**src/rtl/control_fsm.sv**
```systemverilog
// control_fsm: multi-cycle FETCH/DECODE/EXEC/MEM/WB control unit feeding the register file.
// Optional feature macro SINGLE_STEP_EN adds a 'step' input that gates each instruction fetch.
module control_fsm #(
  parameter int MEM_TIMEOUT = 15
) (
  input  logic       clk,
  input  logic       reset,
`ifdef SINGLE_STEP_EN
  input  logic       step,
`endif
  output logic       imem_req,
  input  logic       imem_valid,
  input  logic [7:0] imem_data,
  input  logic       alu_zero,
  input  logic       mem_ack,
  output logic [1:0] rs_addr,
  output logic [1:0] rt_addr,
  output logic [1:0] wr_addr,
  output logic [2:0] alu_op,
  output logic [1:0] wb_sel,
  output logic       reg_write,
  output logic       beq_ctrl,
  output logic       jr_ctrl,
  output logic       mem_rd,
  output logic       mem_wr,
  output logic       pc_write,
  output logic [1:0] pc_src,
  output logic       halted,
  output logic       err,
  output logic       illegal
);

  localparam logic [7:0] TIMEOUT_CNT = 8'(MEM_TIMEOUT);

  typedef enum logic [2:0] {
    S_FETCH,
    S_DECODE,
    S_EXEC,
    S_MEM,
    S_WB,
    S_HALT,
    S_ERROR
  } state_t;

  state_t     state_reg, state_next;
  logic [7:0] ir_reg, ir_next;
  logic [7:0] mem_cnt_reg, mem_cnt_next;
  logic       zero_reg, zero_next;
  logic       imem_req_reg, imem_req_next;
  logic       fetch_ok_next;
  logic       accept;

  // One-hot opcode decode of the instruction register
  logic [15:0] op_hot;
  genvar gi;
  generate
    for (gi = 0; gi < 16; gi++) begin : g_op_dec
      assign op_hot[gi] = (ir_reg[7:4] == 4'(gi));
    end
  endgenerate

  logic is_alu, is_lw, is_sw, is_beq, is_j, is_jr, is_jal, is_halt, is_illegal;
  assign is_alu     = |op_hot[4:0];
  assign is_lw      = op_hot[5];
  assign is_sw      = op_hot[6];
  assign is_beq     = op_hot[8];
  assign is_j       = op_hot[9];
  assign is_jr      = op_hot[10];
  assign is_jal     = op_hot[11];
  assign is_halt    = op_hot[15];
  assign is_illegal = op_hot[7] | op_hot[12] | op_hot[13] | op_hot[14];

  // Instruction is taken only while the request is actually being presented
  assign accept = (state_reg == S_FETCH) & imem_req_reg & imem_valid;

`ifdef SINGLE_STEP_EN
  logic step_pending_reg, step_pending_next;

  // 1-deep memory of a step pulse; consumed when an instruction is accepted
  always_comb begin
    step_pending_next = step | (step_pending_reg & ~accept);
  end

  always_ff @(posedge clk) begin
    if (reset) begin
      step_pending_reg <= 1'b0;
    end else begin
      step_pending_reg <= step_pending_next;
    end
  end

  assign fetch_ok_next = step_pending_next;
`else
  assign fetch_ok_next = 1'b1;
`endif

  always_ff @(posedge clk) begin
    if (reset) begin
      state_reg    <= S_FETCH;
      ir_reg       <= 8'd0;
      mem_cnt_reg  <= 8'd0;
      zero_reg     <= 1'b0;
      imem_req_reg <= 1'b0;
    end else begin
      state_reg    <= state_next;
      ir_reg       <= ir_next;
      mem_cnt_reg  <= mem_cnt_next;
      zero_reg     <= zero_next;
      imem_req_reg <= imem_req_next;
    end
  end

  always_comb begin
    state_next   = state_reg;
    ir_next      = ir_reg;
    mem_cnt_next = 8'd0;
    zero_next    = zero_reg;
    case (state_reg)
      S_FETCH: begin
        if (accept) begin
          ir_next    = imem_data;
          state_next = S_DECODE;
        end
      end
      S_DECODE: begin
        state_next = is_halt ? S_HALT : S_EXEC;
      end
      S_EXEC: begin
        if (is_beq) begin
          zero_next = alu_zero;
        end
        state_next = (is_lw | is_sw) ? S_MEM : S_WB;
      end
      S_MEM: begin
        // Ack takes priority over a timeout landing in the same cycle
        mem_cnt_next = mem_cnt_reg + 8'd1;
        if (mem_ack) begin
          state_next = S_WB;
        end else if (mem_cnt_next == TIMEOUT_CNT) begin
          state_next = S_ERROR;
        end
      end
      S_WB: begin
        state_next = S_FETCH;
      end
      S_HALT, S_ERROR: begin
        state_next = state_reg;
      end
      default: begin
        state_next = S_FETCH;
      end
    endcase
    imem_req_next = (state_next == S_FETCH) & fetch_ok_next;
  end

  always_comb begin
    imem_req  = imem_req_reg;
    rs_addr   = ir_reg[3:2];
    rt_addr   = ir_reg[1:0];
    wr_addr   = is_jal ? 2'b11 : ir_reg[3:2];
    alu_op    = is_alu ? ir_reg[6:4] : 3'd0;
    wb_sel    = 2'd0;
    reg_write = 1'b0;
    beq_ctrl  = 1'b0;
    jr_ctrl   = 1'b0;
    mem_rd    = 1'b0;
    mem_wr    = 1'b0;
    pc_write  = 1'b0;
    pc_src    = 2'd0;
    halted    = 1'b0;
    err       = 1'b0;
    illegal   = 1'b0;
    if (is_lw) begin
      wb_sel = 2'd1;
    end else if (is_jal) begin
      wb_sel = 2'd2;
    end
    case (state_reg)
      S_DECODE: begin
        illegal = is_illegal;
      end
      S_EXEC: begin
        beq_ctrl = is_beq;
        jr_ctrl  = is_jr;
      end
      S_MEM: begin
        mem_rd = is_lw;
        mem_wr = is_sw;
      end
      S_WB: begin
        reg_write = is_alu | is_lw | is_jal;
        pc_write  = 1'b1;
        if (is_beq) begin
          pc_src = {1'b0, zero_reg};
        end else if (is_j | is_jal) begin
          pc_src = 2'd2;
        end else if (is_jr) begin
          pc_src = 2'd3;
        end
      end
      S_HALT: begin
        halted = 1'b1;
      end
      S_ERROR: begin
        err = 1'b1;
      end
      default: begin
      end
    endcase
  end

endmodule
```
**config.mk**
```make
export PLATFORM = sky130hd
export DESIGN_NAME = control_fsm
export DESIGN_NICKNAME = d
export VERILOG_FILES = /design/src/rtl/control_fsm.sv
export SDC_FILE = /design/constraint.sdc
export NUM_CORES = 1
export LEC_CHECK = 0
export ABC_AREA = 1
export CAP_MARGIN = 20
export CORE_UTILIZATION = 40
export CTS_BUF_LIST = sky130_fd_sc_hd__clkbuf_8 sky130_fd_sc_hd__clkbuf_16
export DETAILED_ROUTE_END_ITERATION = 10
export DONT_BUFFER_PORTS = 1
export PLACE_DENSITY_LB_ADDON = 0.05
export SKIP_CTS_REPAIR_TIMING = 1
export SYNTH_ARGS = -nofsm -noshare
export SYNTH_HDL_FRONTEND = slang
export SYNTH_SLANG_ARGS = --single-unit
export TNS_END_PERCENT = 1
```
**constraint.sdc**
```tcl
create_clock -name clk -period 1.66 [get_ports clk]
set_input_delay 0.166 -clock clk [delete_from_list [all_inputs] [get_ports clk]]
set_output_delay 0.166 -clock clk [all_outputs]
set_load 0.01 [all_outputs]
```
* After elaboration in Yosys (flattened, before gate mapping)
Cells that the tools add are included.
Cells by class: multiplexer cells 23, add/sub/neg operators 1, reduce and logical (&&, ||, !) cells 8, bitwise operators 10, equality and inequality tests 22
Operators by type and width (count):
- $eq 4x4->1 const B | 8
- $mux 3 | 6
- $eq 4x3->1 const B | 4
- $pmux 3 s5 | 1
- $mux 2 | 7
- $eq 3x3->1 const B | 3
- $mux 1 | 9
- $add 8x1->8 const B | 1
- $eq 4x2->1 const B | 2
- $eq 8x4->1 const B | 1
- $or 1x1->1 | 7
- $eq 3x2->1 const B | 2
- $logic_not 3->1 | 2
- $reduce_or 5->1 | 1
- $eq 4x1->1 const B | 1
- $logic_not 4->1 | 1
- $reduce_and 2->1 | 2
- $reduce_or 2->1 | 2
- $eq 3x1->1 const B | 1
- $and 1x1->1 | 2
- $not 1->1 | 1
Storage, ports and cells: register bits 21, input port bits 13, output and inout bits 23

* Logic depth before layout (Yosys ltp)
depth after elaboration 6, mapped depth 13

* Worst setup path after synthesis
Ideal clock, no wire load.
kind flip-flop to flip-flop, from register mem_cnt_reg[0], to register state_reg[2], data arrival time 1.241 ns, slack 0.293 ns, cell stages (with the launch flop) 13, period minus slack after synthesis 1.367 ns, cell sequence dfxtp_1 ha_1 nand3_1 nor2_1 nand2_1 nand2_1 nor2_1 nand2_1 nand2_1 nand2_1 nand2_1 nand2_1 nor2_2
Between the ends: word-level cells in the longest chain between the ends 5
RTL lines:
- start, declared | RTL line 47 | logic [7:0] mem_cnt_reg, mem_cnt_next;
- start signal, assigned | RTL line 107 | mem_cnt_reg <= mem_cnt_next;
- $add 8x1->8 | RTL line 136 | mem_cnt_next = mem_cnt_reg + 8'd1;
- $eq 8x4->1 | RTL line 139 | end else if (mem_cnt_next == TIMEOUT_CNT) begin
- $mux 3 | RTL line 139
- $mux 3 | RTL line 137 | if (mem_ack) begin
- $pmux 3 s5 | RTL line 118 | case (state_reg)
- end signal, assigned | RTL line 105 | state_reg <= state_next;
- end, declared | RTL line 45 | state_t state_reg, state_next;
No other way between the ends. A chain may end at the register's enable or synchronous reset.

* Final worst setup path
from register ir_reg[6], to output port reg_write
Between the ends: word-level cells in the longest chain between the ends 5
RTL lines:
- start, declared | RTL line 46 | logic [7:0] ir_reg, ir_next;
- start signal, assigned | RTL line 106 | ir_reg <= ir_next;
- $eq 4x1->1 (tied with other cells) | RTL line 58 | assign op_hot[gi] = (ir_reg[7:4] == 4'(gi));
- $reduce_or 5->1 | RTL line 63 | assign is_alu = |op_hot[4:0];
- $or 1x1->1 | RTL line 191 | reg_write = is_alu | is_lw | is_jal;
- $or 1x1->1 (*) | RTL line 191
- $mux 1 (*) | RTL line 178 | case (state_reg)
- end, declared | RTL line 21 | output logic reg_write,
Mark *: on every way between the ends. The rest lies on a longest branch, timed or not.

==> tab_implementation.tex <==
\begin{tabular}{lr}
\hline
Metric & Value \\
\hline
\multicolumn{2}{l}{\textbf{Synth}} \\
\quad Synthesis Warnings & 0 \\
\quad Post-synthesis simple-gate area fraction & 37.4\% \\
\quad Xor/xnor share of the synthesized area & 0\% \\
\quad Count of mapped cells out of synthesis & 192 \\
\quad Dominant combinational cell family by area after synthesis & simple AND/OR/NAND/NOR gates \\
\quad Post-synthesis share of cell area spent on full adders, half adders and majority gates & 2.03\% \\
\quad Post-synth net total & 207 \\
\quad Register area share after synthesis & 34.1\% \\
\quad Register bit count reported by yosys & 21 \\
\quad Top-area cell type share of the netlist area & 34.1\% \\
\quad Post-Synthesis Cell Area & 1230 um2 \\
\quad Count of different cell masters after synthesis & 27 \\
\quad Cell types occupying the most area after synthesis & dfxtp\_1 34\%, nand2\_1 13\%, nor2\_1 9.8\%, inv\_1 8.2\%, a21oi\_1 5.7\% \\
\quad Avg Inst Size Synth & 6.41 um2 \\
\quad Dominant cell type by area after synthesis & dfxtp\_1 \\
\quad Proportion of synthesized area in mux cells & 0\% \\
\quad Complex-gate fraction of the synthesized area & 11.5\% \\
\multicolumn{2}{l}{\textbf{Timing}} \\
\quad Final-report setup violation count & 0 \\
\quad Final worst path period need & 1560 ps \\
\quad Clock Skew & 1.68 ps \\
\quad Final Max Slew Viols & 0 \\
\quad Count of endpoints failing hold in the final timing report & 0 \\
\quad Pin slew with the least headroom to its limit & 539 ps \\
\quad Max Clk Rate & 640 MHz \\
\quad Final period utilization & 94.2\% \\
\quad Relative slew slack & 63.9\% \\
\quad Setup tns final & 0 ps \\
\multicolumn{2}{l}{\textbf{Detailed routing}} \\
\quad First-pass DRT Iterations & 4 \\
\quad Final Routed Wirelength & 2650 um \\
\quad Per-cell routed wire length & 11.9 um \\
\quad Detailed-route via count & 1142 \\
\quad Remaining DRCs & 0 \\
\quad Post-detailed-route via-to-cell ratio & 5.12 \\
\quad Iteration-0 DRC count of the detailed router & 34 \\
\quad Post-route antenna net violation count & 0 \\
\multicolumn{2}{l}{\textbf{Setup path}} \\
\quad Path depth of the worst reg2reg path & 8 \\
\quad Reg-to-reg critical path startpoint & state\_reg[2]\$\_SDFF\_PP0\_ \\
\quad Ordered cell list for the critical path & inv\_1 > nor2\_2 > nand3\_1 > inv\_2 > nor2\_1 > a21oi\_2 \\
\quad CP max stage cell & dfxtp\_1 \\
\quad Register-to-Register Setup Slack & 150 ps \\
\quad Element type at the critical path end & output port \\
\quad Critical path's largest stage delay & 390 ps \\
\quad Crit path required time & 1490 ps \\
\quad CP max FO & 4 \\
\quad WP data arrival & 1400 ps \\
\quad Worst R2R End & imem\_req\$\_SDFF\_PP0\_ \\
\quad Critical path startpoint category & flop \\
\quad Class of the most critical setup path & flop to output port \\
\multicolumn{2}{l}{\textbf{Power}} \\
\quad Static leakage & 0.538 nW \\
\quad Peak supply drop & 351 uV \\
\quad Total chip power & 1.01 mW \\
\quad Areal power density over the cells & 774 nW/um2 \\
\multicolumn{2}{l}{\textbf{Die}} \\
\quad Area of the die & 3300 um2 \\
\quad Std cell rows & 19 \\
\quad DIE WIDTH & 57.5 um \\
\quad Core box area & 2830 um2 \\
\quad Die Span Y & 57.5 um \\
\quad Number of placed I/O pins & 36 \\
\quad Starting density of the core & 43.5\% \\
\multicolumn{2}{l}{\textbf{Placement}} \\
\quad Half-perimeter wire length after detailed placement & 2060 um \\
\quad Total of buffers placed on input and output ports & 0 \\
\quad DP Area & 1240 um2 \\
\quad Routability Congestion & 0.866 \\
\multicolumn{2}{l}{\textbf{Min path}} \\
\quad End of the worst hold path & ir\_reg[0]\$\_SDFFE\_PP0P\_ \\
\quad Launch instance of the worst min-delay path & imem\_data[0] \\
\quad Hold-critical path depth & 2 \\
\quad Hold Crit Class & input pin to flop \\
\multicolumn{2}{l}{\textbf{Clock network}} \\
\quad Total clock sinks & 21 \\
\quad Depth of the CTS H-tree & 1 \\
\quad CTS tree & built \\
\quad Clock latency on the worst-skew pair & 260 ps \\
\quad Buffer type at the clock tree root & clkbuf\_8 \\
\quad Number of buffers on the longest clock path & 2 \\
\quad Total clock buffers created by CTS & 3 \\
\quad Register clock-pin slew on the reported worst setup and hold paths & 70 ps \\
\multicolumn{2}{l}{\textbf{Global routing}} \\
\quad GRT Overall Usage & 17.9\% \\
\quad Sum of overflow across all layers after global routing & 0 \\
\quad Antenna violations before repair & 0 \\
\quad Via count of the first global-routing pass & 1080 \\
\quad Maximum number of pins on one net before global-route repair & 15 \\
\quad First-pass GRT wire length & 4550 um \\
\multicolumn{2}{l}{\textbf{Finish}} \\
\quad Share of final-layout standard cells stronger than drive strength 1 & 16.7\% \\
\quad Final Cell Area & 1310 um2 \\
\quad Area growth from synthesis to final layout & 6.30\% \\
\quad NumNets Final & 208 \\
\quad Inserted Diodes & 0 \\
\multicolumn{2}{l}{\textbf{Run}} \\
\quad Max-cap violations & 0 \\
\multicolumn{2}{l}{\textbf{Run status}} \\
\quad Status & finished clean \\
\hline
\end{tabular}
[where the power goes]
group | leakage (nW) | internal [mW] | switching (mW) | total [mW]
combinational | 0.338 | 0.0406 | 0.0870 | 0.128
clock | 0.0269 | 0.165 | 0.165 | 0.330
sequential | 0.173 | 0.526 | 0.0291 | 0.556
[metal layers]
layer	vias up	track usage [%]	part of all wire [%]
met5	-	0	0
met4	0	7.32	1.4
met3	5	2.95	4.0
met2	27	32.9	50
met1	516	20.3	45
li1	594	-	-
[per-stage QoR]
stage	hold slack, ps	cells	util, %	setup slack (ps)
floorplan	244	192	-	293
finish	50.6	223	46.3	97.0
global placement	235	218	43.7	195
global route	41.3	223	46.3	-2.97
CTS	-45.2	222	45.3	-30.5
detailed placement	236	218	43.7	159
[placed cells by master (no fill, tap or decap), types with 3 or more instances in the layout]
master	Yosys	routed
buf_4	5	3
nor2_1	32	31
a21oi_1	14	12
nand2_1	44	44
nand4_1	3	3
nor2_2	4	5
nand3_1	9	9
dfxtp_2	0	4
inv_2	5	6
clkbuf_8	0	3
a211oi_1	3	3
inv_1	27	27
dfxtp_1	21	17
[worst max-delay path: cells and delay by family, from the launching register on]
kind                   cells  cell delay, ps
buffers and inverters      2             230
and+or+nand+nor            3             340
AOI/OAI and AO/OA          1             180
DFF                        1             390
[cells by family (layout without fill, tap and decap cells)]
kind of cell	Yosys count	in the layout
AOI/OAI and AO/OA	24	24
adders and majority gates	2	2
buffers and inverters	42	42
DFF	21	21
and+or+nand+nor	103	103
[synthesized netlist by cell type (all sizes together)]
cell type / n
nand2: 45
nor2: 36
inv: 32
dfxtp: 21
a21oi: 14
nand3: 11
buf: 6
o21ai: 5
a211oi: 4
nand4: 3
nor3: 3
or2: 3
clkbuf: 2
clkinv: 2
ha: 2
nand3b: 2
o211ai: 1
[layout make-up]
type	count	area (um2)
clock buffer	3	41.3
clock inverter	1	3.75
fill	321	1520
inverter	34	128
multi-input combinational	129	639
sequential	21	425
tap	31	38.8
timing repair buffer	4	32.5
[how the worst max path moves through the flow]
stage / startpoint / to / slack, ps / cells past startpoint
finish: ir_reg[6]$_SDFFE_PP0P_ / reg_write / 100 / 6
global route: mem_cnt_reg[1]$_SDFF_PP0_ / state_reg[2]$_SDFF_PP0_ / -3 / 11
CTS: ir_reg[6]$_SDFFE_PP0P_ / reg_write / -30 / 6
detailed placement: mem_cnt_reg[0]$_SDFF_PP0_ / state_reg[2]$_SDFF_PP0_ / 160 / 11
global placement: state_reg[2]$_SDFF_PP0_ / imem_req$_SDFF_PP0_ / 200 / 8
floorplan: mem_cnt_reg[0]$_SDFF_PP0_ / state_reg[2]$_SDFF_PP0_ / 290 / 12
No activity file was read; power rests on OpenSTA's default activity.
